--- config.mk ---
export PLATFORM = sky130hd
export DESIGN_NAME = bin2bcd_seq
export DESIGN_NICKNAME = d
export VERILOG_FILES = /design/src/rtl/bin2bcd_seq.sv
export SDC_FILE = /design/constraint.sdc
export NUM_CORES = 1
export LEC_CHECK = 0
export BUFFER_PORTS_ARGS = -buffer_cell sky130_fd_sc_hd__buf_2
export CAP_MARGIN = 10
export CORE_ASPECT_RATIO = 1.25
export CORE_MARGIN = 4
export CORE_UTILIZATION = 51
export CTS_CLUSTER_DIAMETER = 120
export DETAILED_ROUTE_END_ITERATION = 12
export PLACE_DENSITY = 0.86
export SLEW_MARGIN = 20
export SYNTH_ARGS = -nofsm -noshare
export SYNTH_HDL_FRONTEND = slang
export SYNTH_SLANG_ARGS = --single-unit
--- constraint.sdc ---
create_clock -name clk -period 1.4 [get_ports clk]
set_clock_uncertainty 0.05 [all_clocks]
set_input_delay 0.07 -clock clk [delete_from_list [all_inputs] [get_ports clk]]
set_output_delay 0.07 -clock clk [all_outputs]
set_load 0.005 [all_outputs]
--- src/rtl/bin2bcd_seq.sv ---
// Sequential shift-add-3 (double-dabble) binary-to-BCD converter.
// It converts one value at a time. A start/busy/valid handshake controls it.
// Each conversion runs IN_W shift cycles and then one DONE cycle that
// publishes the result. When the input exceeds the largest value that
// DIGITS decimal digits can show, the output reads all nines and ovf is set.
module bin2bcd_seq #(
  parameter int IN_W   = 7,
  parameter int DIGITS = 3
) (
  input  logic                  clk,
  input  logic                  rst_n,
  input  logic                  start,
  input  logic [IN_W-1:0]       bin_in,
  output logic                  busy,
  output logic                  valid,
  output logic [4*DIGITS-1:0]   bcd_out,
  output logic                  ovf
);

  localparam int BCD_W = 4 * DIGITS;
  localparam int SR_W  = BCD_W + IN_W;
  localparam int CNT_W = $clog2(IN_W + 1);

  // Largest value DIGITS decimal digits can hold (10^DIGITS - 1). It is built
  // at the shift-register width, because 10^DIGITS < 16^DIGITS always fits.
  function automatic logic [SR_W-1:0] max_value();
    logic [SR_W-1:0] r;
    r = '0;
    for (int k = 0; k < DIGITS; k++) r = r * SR_W'(10) + SR_W'(9);
    return r;
  endfunction

  localparam logic [SR_W-1:0]  MAX_VAL  = max_value();
  localparam logic [BCD_W-1:0] ALL_NINE = {DIGITS{4'h9}};

  typedef enum logic [1:0] {
    IDLE  = 2'd0,
    SHIFT = 2'd1,
    DONE  = 2'd2
  } state_t;

  state_t            state, next_state;
  logic [SR_W-1:0]   sr;        // {BCD field, remaining binary bits}
  logic [SR_W-1:0]   sr_adj;    // sr after the add-3 corrections
  logic [SR_W-1:0]   sr_step;   // sr after correction and shift
  logic [CNT_W-1:0]  cnt;
  logic              pend_ovf;

  // State register.
  always_ff @(posedge clk or negedge rst_n) begin
    // NOTE: sequential state uses non-blocking assignments. Every flop then
    // samples pre-edge values, and the result does not depend on the order
    // in which the blocks are evaluated.
    if (!rst_n) state <= IDLE;
    else        state <= next_state;
  end

  // Next-state logic: IDLE -> SHIFT for IN_W cycles -> DONE -> IDLE.
  always_comb begin
    // NOTE: the default assignment comes first, so every path drives
    // next_state and no latch is inferred.
    next_state = state;
    unique case (state)
      IDLE:    if (start) next_state = SHIFT;
      SHIFT:   if (cnt == CNT_W'(1)) next_state = DONE;
      DONE:    next_state = IDLE;
      default: next_state = IDLE;
    endcase
  end

  // One double-dabble step. All BCD nibbles are corrected in parallel.
  // A corrected nibble is at most 12, so no carry crosses into the next nibble.
  always_comb begin
    sr_adj = sr;
    for (int k = 0; k < DIGITS; k++) begin
      if (sr[IN_W + 4*k +: 4] >= 4'd5)
        sr_adj[IN_W + 4*k +: 4] = sr[IN_W + 4*k +: 4] + 4'd3;
    end
    sr_step = {sr_adj[SR_W-2:0], 1'b0};
  end

  // Datapath: load on acceptance, shift in SHIFT, publish in DONE.
  always_ff @(posedge clk or negedge rst_n) begin
    if (!rst_n) begin
      sr       <= '0;
      cnt      <= '0;
      pend_ovf <= 1'b0;
      valid    <= 1'b0;
      bcd_out  <= '0;
      ovf      <= 1'b0;
    end else begin
      valid <= 1'b0;
      unique case (state)
        IDLE: begin
          if (start) begin
            sr       <= {BCD_W'(0), bin_in};
            cnt      <= CNT_W'(IN_W);
            pend_ovf <= (SR_W'(bin_in) > MAX_VAL);
          end
        end
        SHIFT: begin
          sr  <= sr_step;
          cnt <= cnt - CNT_W'(1);
        end
        DONE: begin
          bcd_out <= pend_ovf ? ALL_NINE : sr[SR_W-1:IN_W];
          ovf     <= pend_ovf;
          valid   <= 1'b1;
        end
        default: ;
      endcase
    end
  end

  assign busy = (state != IDLE);

endmodule
Yosys cells after proc, flatten, opt, wreduce, memory -nomap -nowiden
Index checks and enable logic that the tools add are counted.
{"block": "word_totals", "ff_bits": 37, "input_bits": 10, "out_inout_bits": 15, "elab_cells": 33}
{"block": "classes", "n_addsub": 4, "n_lt_le_gt_ge": 3, "eq_ne": 5, "muxes": 11, "reduce_logical": 5}
{"op": "$pmux 19 s2", "n": 1}
{"op": "$mux 19", "n": 1}
{"op": "$ge 4x3->1 const B", "n": 3}
{"op": "$add 4x2->4 const B", "n": 2}
{"op": "$mux 4", "n": 2}
{"op": "$mux 3", "n": 2}
{"op": "$pmux 3 s2", "n": 1}
{"op": "$mux 2", "n": 2}
{"op": "$ne 2x2->1 const B", "n": 2}
{"op": "$pmux 2 s2", "n": 1}
{"op": "$reduce_and 2->1", "n": 2}
{"op": "$reduce_bool 2->1", "n": 2}
{"op": "$add 3x2->3 const B", "n": 1}
{"op": "$eq 3x1->1 const B", "n": 1}
{"op": "$sub 3x1->3 const B", "n": 1}
{"op": "$eq 2x1->1 const B", "n": 1}
{"op": "$eq 2x2->1 const B", "n": 1}
{"op": "$logic_not 2->1", "n": 1}
{"op": "$mux 1", "n": 1}

Longest topological paths before layout
{"block": "depth", "ltp_word": 3, "ltp_mapped": 5, "ltp_nobuf": 5}

Least setup slack after synthesis
Ideal clock, no wire load.
{"block": "synth_timing", "path_type": "register to register", "start": "register sr[8]", "end": "register sr[8]", "setup_time_ns": 0.135, "t_arrival_ns": 1.183, "t_required_ns": 1.215, "setup_slack_ns": 0.032, "stages_incl_launch_ff": 6, "path_buffers": 0, "synth_period_minus_slack_ns": 1.368, "path_cell_list": "dfrtp_1 -> inv_1 -> ha_1 -> nor2b_1 -> o21a_1 -> o221ai_2"}
{"block": "synth_via", "elab_chain_len": 3}
{"element": "from (decl)", "line": "43", "rtl": "logic [SR_W-1:0] sr;"}
{"element": "from (signal assigned)", "line": "96", "rtl": "sr <= {BCD_W'(0), bin_in};"}
{"element": "from (signal assigned)", "line": "102", "rtl": "sr <= sr_step;"}
{"element": "$ge 4x3->1", "line": "76", "rtl": "if (sr[IN_W + 4*k +: 4] >= 4'd5)"}
{"element": "$mux 4", "line": "76"}
{"element": "$pmux 19 s2", "line": "93", "rtl": "unique case (state)"}
No other way between the ends.
A chain may end at the register's enable or synchronous reset.

Worst setup path after layout
{"block": "layout_timing", "start": "register sr[11]", "end": "register sr[15]"}
{"block": "layout_via", "elab_chain_len": 3, "elab_cells_between_ends": 4, "cone_classes": "add/sub (1); order compare (1); mux (2)"}
{"element": "$add 4x2->4 / $ge 4x3->1 (equally long branches)", "line": "77, 76"}
{"element": "$mux 4 *", "line": "76"}
{"element": "$pmux 19 s2 *", "line": "93"}
Every way passes the cells marked *; elsewhere a longest branch is shown, timed or not.

==> results.toml <==
[min_path]
min_to = "sr[2]$_DFFE_PN0P_"
min_path_cells = 3
hold_class = "in -> reg"
hp-start = "bin_in[2]"

[layout]
syn_to_final_growth_pct = 27.6
num-fill-cells = 259
layout.cells.non_filler = 271
nets = 249
final_layout_size_suffix_gt1_share_pct = 38.8
postLayoutCoreUtil_pct = 68.3
antenna_cells = 0
final_area_um2 = 2400

[drt]
drt_wl_total_um = 4040
top_layer = "met4"
met3_length_um = 163
post_drt_wl_per_cell_um = 14.9
via_per_inst = 5.49
met1_length_um = 1680
drc = 0
ant_nets = 0
dr_wl_met2_um = 2100
via_count = 1487
first_pass_iters = 4
dr.first_iter.drc_count = 80

[floorplanning]
rows = 24
die_area_um2 = 4730
coreArea_um2 = 3510
fp.dieW_um = 62.3
io_pins = 25
start_util_pct = 53.6
fp.dieH_um = 75.9

[critical_path]
endpoint_kind = "flop"
slowest_stage = "dfrtp_1"
worstPathMaxFanout = 3
critPathMaxStageDelay_ps = 400
cp.arrival_ps = 1530
path_cells = "inv_2 -> ha_2 -> nor2b_4 -> o21a_1 -> o32ai_1"
r2r_start = "sr[11]$_DFFE_PN0P_"
rrSetupSlack_ps = 10
critical_path_class = "reg -> reg"
required_ps = 1550
reg2regPathDepth = 5
critPathLaunchType = "flop"
r2r_end = "sr[15]$_DFFE_PN0P_"

[cts]
cts.sinks = 37
cts_buffers = 5
clockRootBuffer = "clkbuf_8"
cts_tree = "built"
cts_buffer_depth = 2
htree_levels = 2
clk_latency_ps = 290
clk_pin_slew_worst_paths_ps = 70

[logic_synthesis]
ys_types = 34
syn_inst = 181
netlist_area_um2 = 1880
syn_nets = 199
ys_async_sr_fraction_pct = 100
synth_flop_cell = "dfrtp_1"
seq_area_frac_synth_pct = 49.2
yosys_warnings = 0
synth_seq_cells = 37
synth-edff-count = 0
syn_avg_cell_area_um2 = 10.4

[power_and_ir_drop]
leakage_nw = 1.15
power_mw = 5.39
p_per_area_nw_per_um2 = 2250
vdd_ir_drop_max_uv = 1330

[timing]
final.setup.worst_slack_ps = 14.1
whs_ps = 2.50
min_period_ps = 1390
min_period_over_period_pct = 99.0
fmax_mhz = 722
finalHoldViolations = 0
setup_viol = 0
tns_ps = 0
slew_viol_final = 0

[place]
dpl_cell_area_um2 = 2130
place_inst = 254
portBuffers = 23
gp_congestion = 0.780
place_ws_ps = -8.38
dp_hpwl_um = 2670

[run]
cap_violations = 0

[global_routing]
grt_pass1_wl_um = 6740
grt_pass1_vias = 1509
grt_util_all_layers_pct = 17.6
antenna_found_initial = 0
grt_max_degree = 38
overflow = 0

[outcome]
status = "completed"
-- state kept, by name (all words and copies together) (netlist names) --
signal / count
state: 2
sr: 19
bcd_out: 12
valid: 1
cnt: 3
-- Yosys cell counts, drive strengths merged (2+ instances only) --
cell type / count / share of area (%)
a21oi: 7 / 1.9
a22oi: 8 / 3.2
a32o: 3 / 1.6
buf: 8 / 4.1
clkbuf: 3 / 0.73
dfrtp: 37 / 49
ha: 8 / 5.3
inv: 16 / 3.2
nand2: 21 / 4.2
nand2b: 5 / 1.7
nor2b: 11 / 3.8
o2111ai: 6 / 3.5
o211ai: 3 / 1.7
o21a: 3 / 1.2
o21ai: 24 / 6.4
o221ai: 3 / 2.4
o31ai: 3 / 1.2
o32ai: 2 / 0.93
xnor2: 2 / 0.93
-- layer usage --
layer	global-route usage, %	vias up
met3	4.44	8
met1	20.6	711
met2	30.0	31
met5	0	-
met4	7.64	0
li1	-	737
-- how the worst max path moves through the flow --
| stage | slack [ps] | cells past startpoint | endpoint | startpoint |
|---|---|---|---|---|
| 2_1_floorplan | 30 | 5 | sr[8]$_DFFE_PN0P_ | sr[8]$_DFFE_PN0P_ |
| 3_3_place_gp | 50 | 5 | sr[12]$_DFFE_PN0P_ | sr[11]$_DFFE_PN0P_ |
| 3_5_place_dp | -8 | 5 | sr[8]$_DFFE_PN0P_ | sr[8]$_DFFE_PN0P_ |
| 4_1_cts | 0.04 | 3 | busy | state[0]$_DFFE_PN0P_ |
| 5_1_grt | -30 | 5 | sr[15]$_DFFE_PN0P_ | sr[11]$_DFFE_PN0P_ |
| 6_report | 10 | 5 | sr[15]$_DFFE_PN0P_ | sr[11]$_DFFE_PN0P_ |
-- area by class of cell --
class	instances	area [um2]	area share, %
clock buffer	5	68.8	2.87
inverter	16	60.1	2.50
tap	39	48.8	2.03
clock inverter	3	65.1	2.71
sequential	37	928	38.7
timing repair buffer	54	369	15.4
multi-input combinational	117	861	35.9
-- power by group --
group | total (mW) | switching, mW | internal, mW
sequential | 1.71 | 0.255 | 1.46
combinational | 2.58 | 1.29 | 1.30
clock | 1.10 | 0.389 | 0.708
-- repair_timing --
| item | CTS | global route |
|---|---|---|
| gates resized for setup | 5 | 22 |
| hold endpoints to repair | 38 | 0 |
| gates cloned | 0 | 0 |
| pin swaps | 1 | 3 |
| endpoints found under the setup margin | 6 | 13 |
| setup buffers | 4 | 3 |
| hold buffers | 2 | 0 |
-- worst max-delay path: cells and delay by family (launching register included) --
family	cells	cell delay (ps)
adder cells (fa/ha/maj)	1	190
AND/OR/NAND/NOR	1	140
flip-flops	1	400
AO/OA/AOI/OAI	2	460
buffers and inverters	1	50
-- kinds of logic after synthesis --
group	after synthesis	share of synthesized area, %
AOI/OAI and AO/OA	65	25.2
xor gates and xnor gates	2	0.931
adders and majority gates	8	5.32
buffers and inverters	27	8.04
DFF	37	49.2
other	1	0.199
and+or+nand+nor	41	11.1
-- layout by cell type, fill, tap and decap left out, types with 3 or more instances in the layout --
cell type and n:
dfrtp_1 35, buf_4 27, buf_2 23, o31ai_1 3
o221ai_2 3, inv_1 11, ha_1 3, a21oi_1 7
a22oi_1 6, o21ai_0 21, nor2b_1 7, nand2b_1 5
nand2_1 21, o2111ai_1 4, clkbuf_8 5, inv_2 5
ha_2 5, o21ai_1 3, a32o_1 3
(Power assumes the default switching activity.)
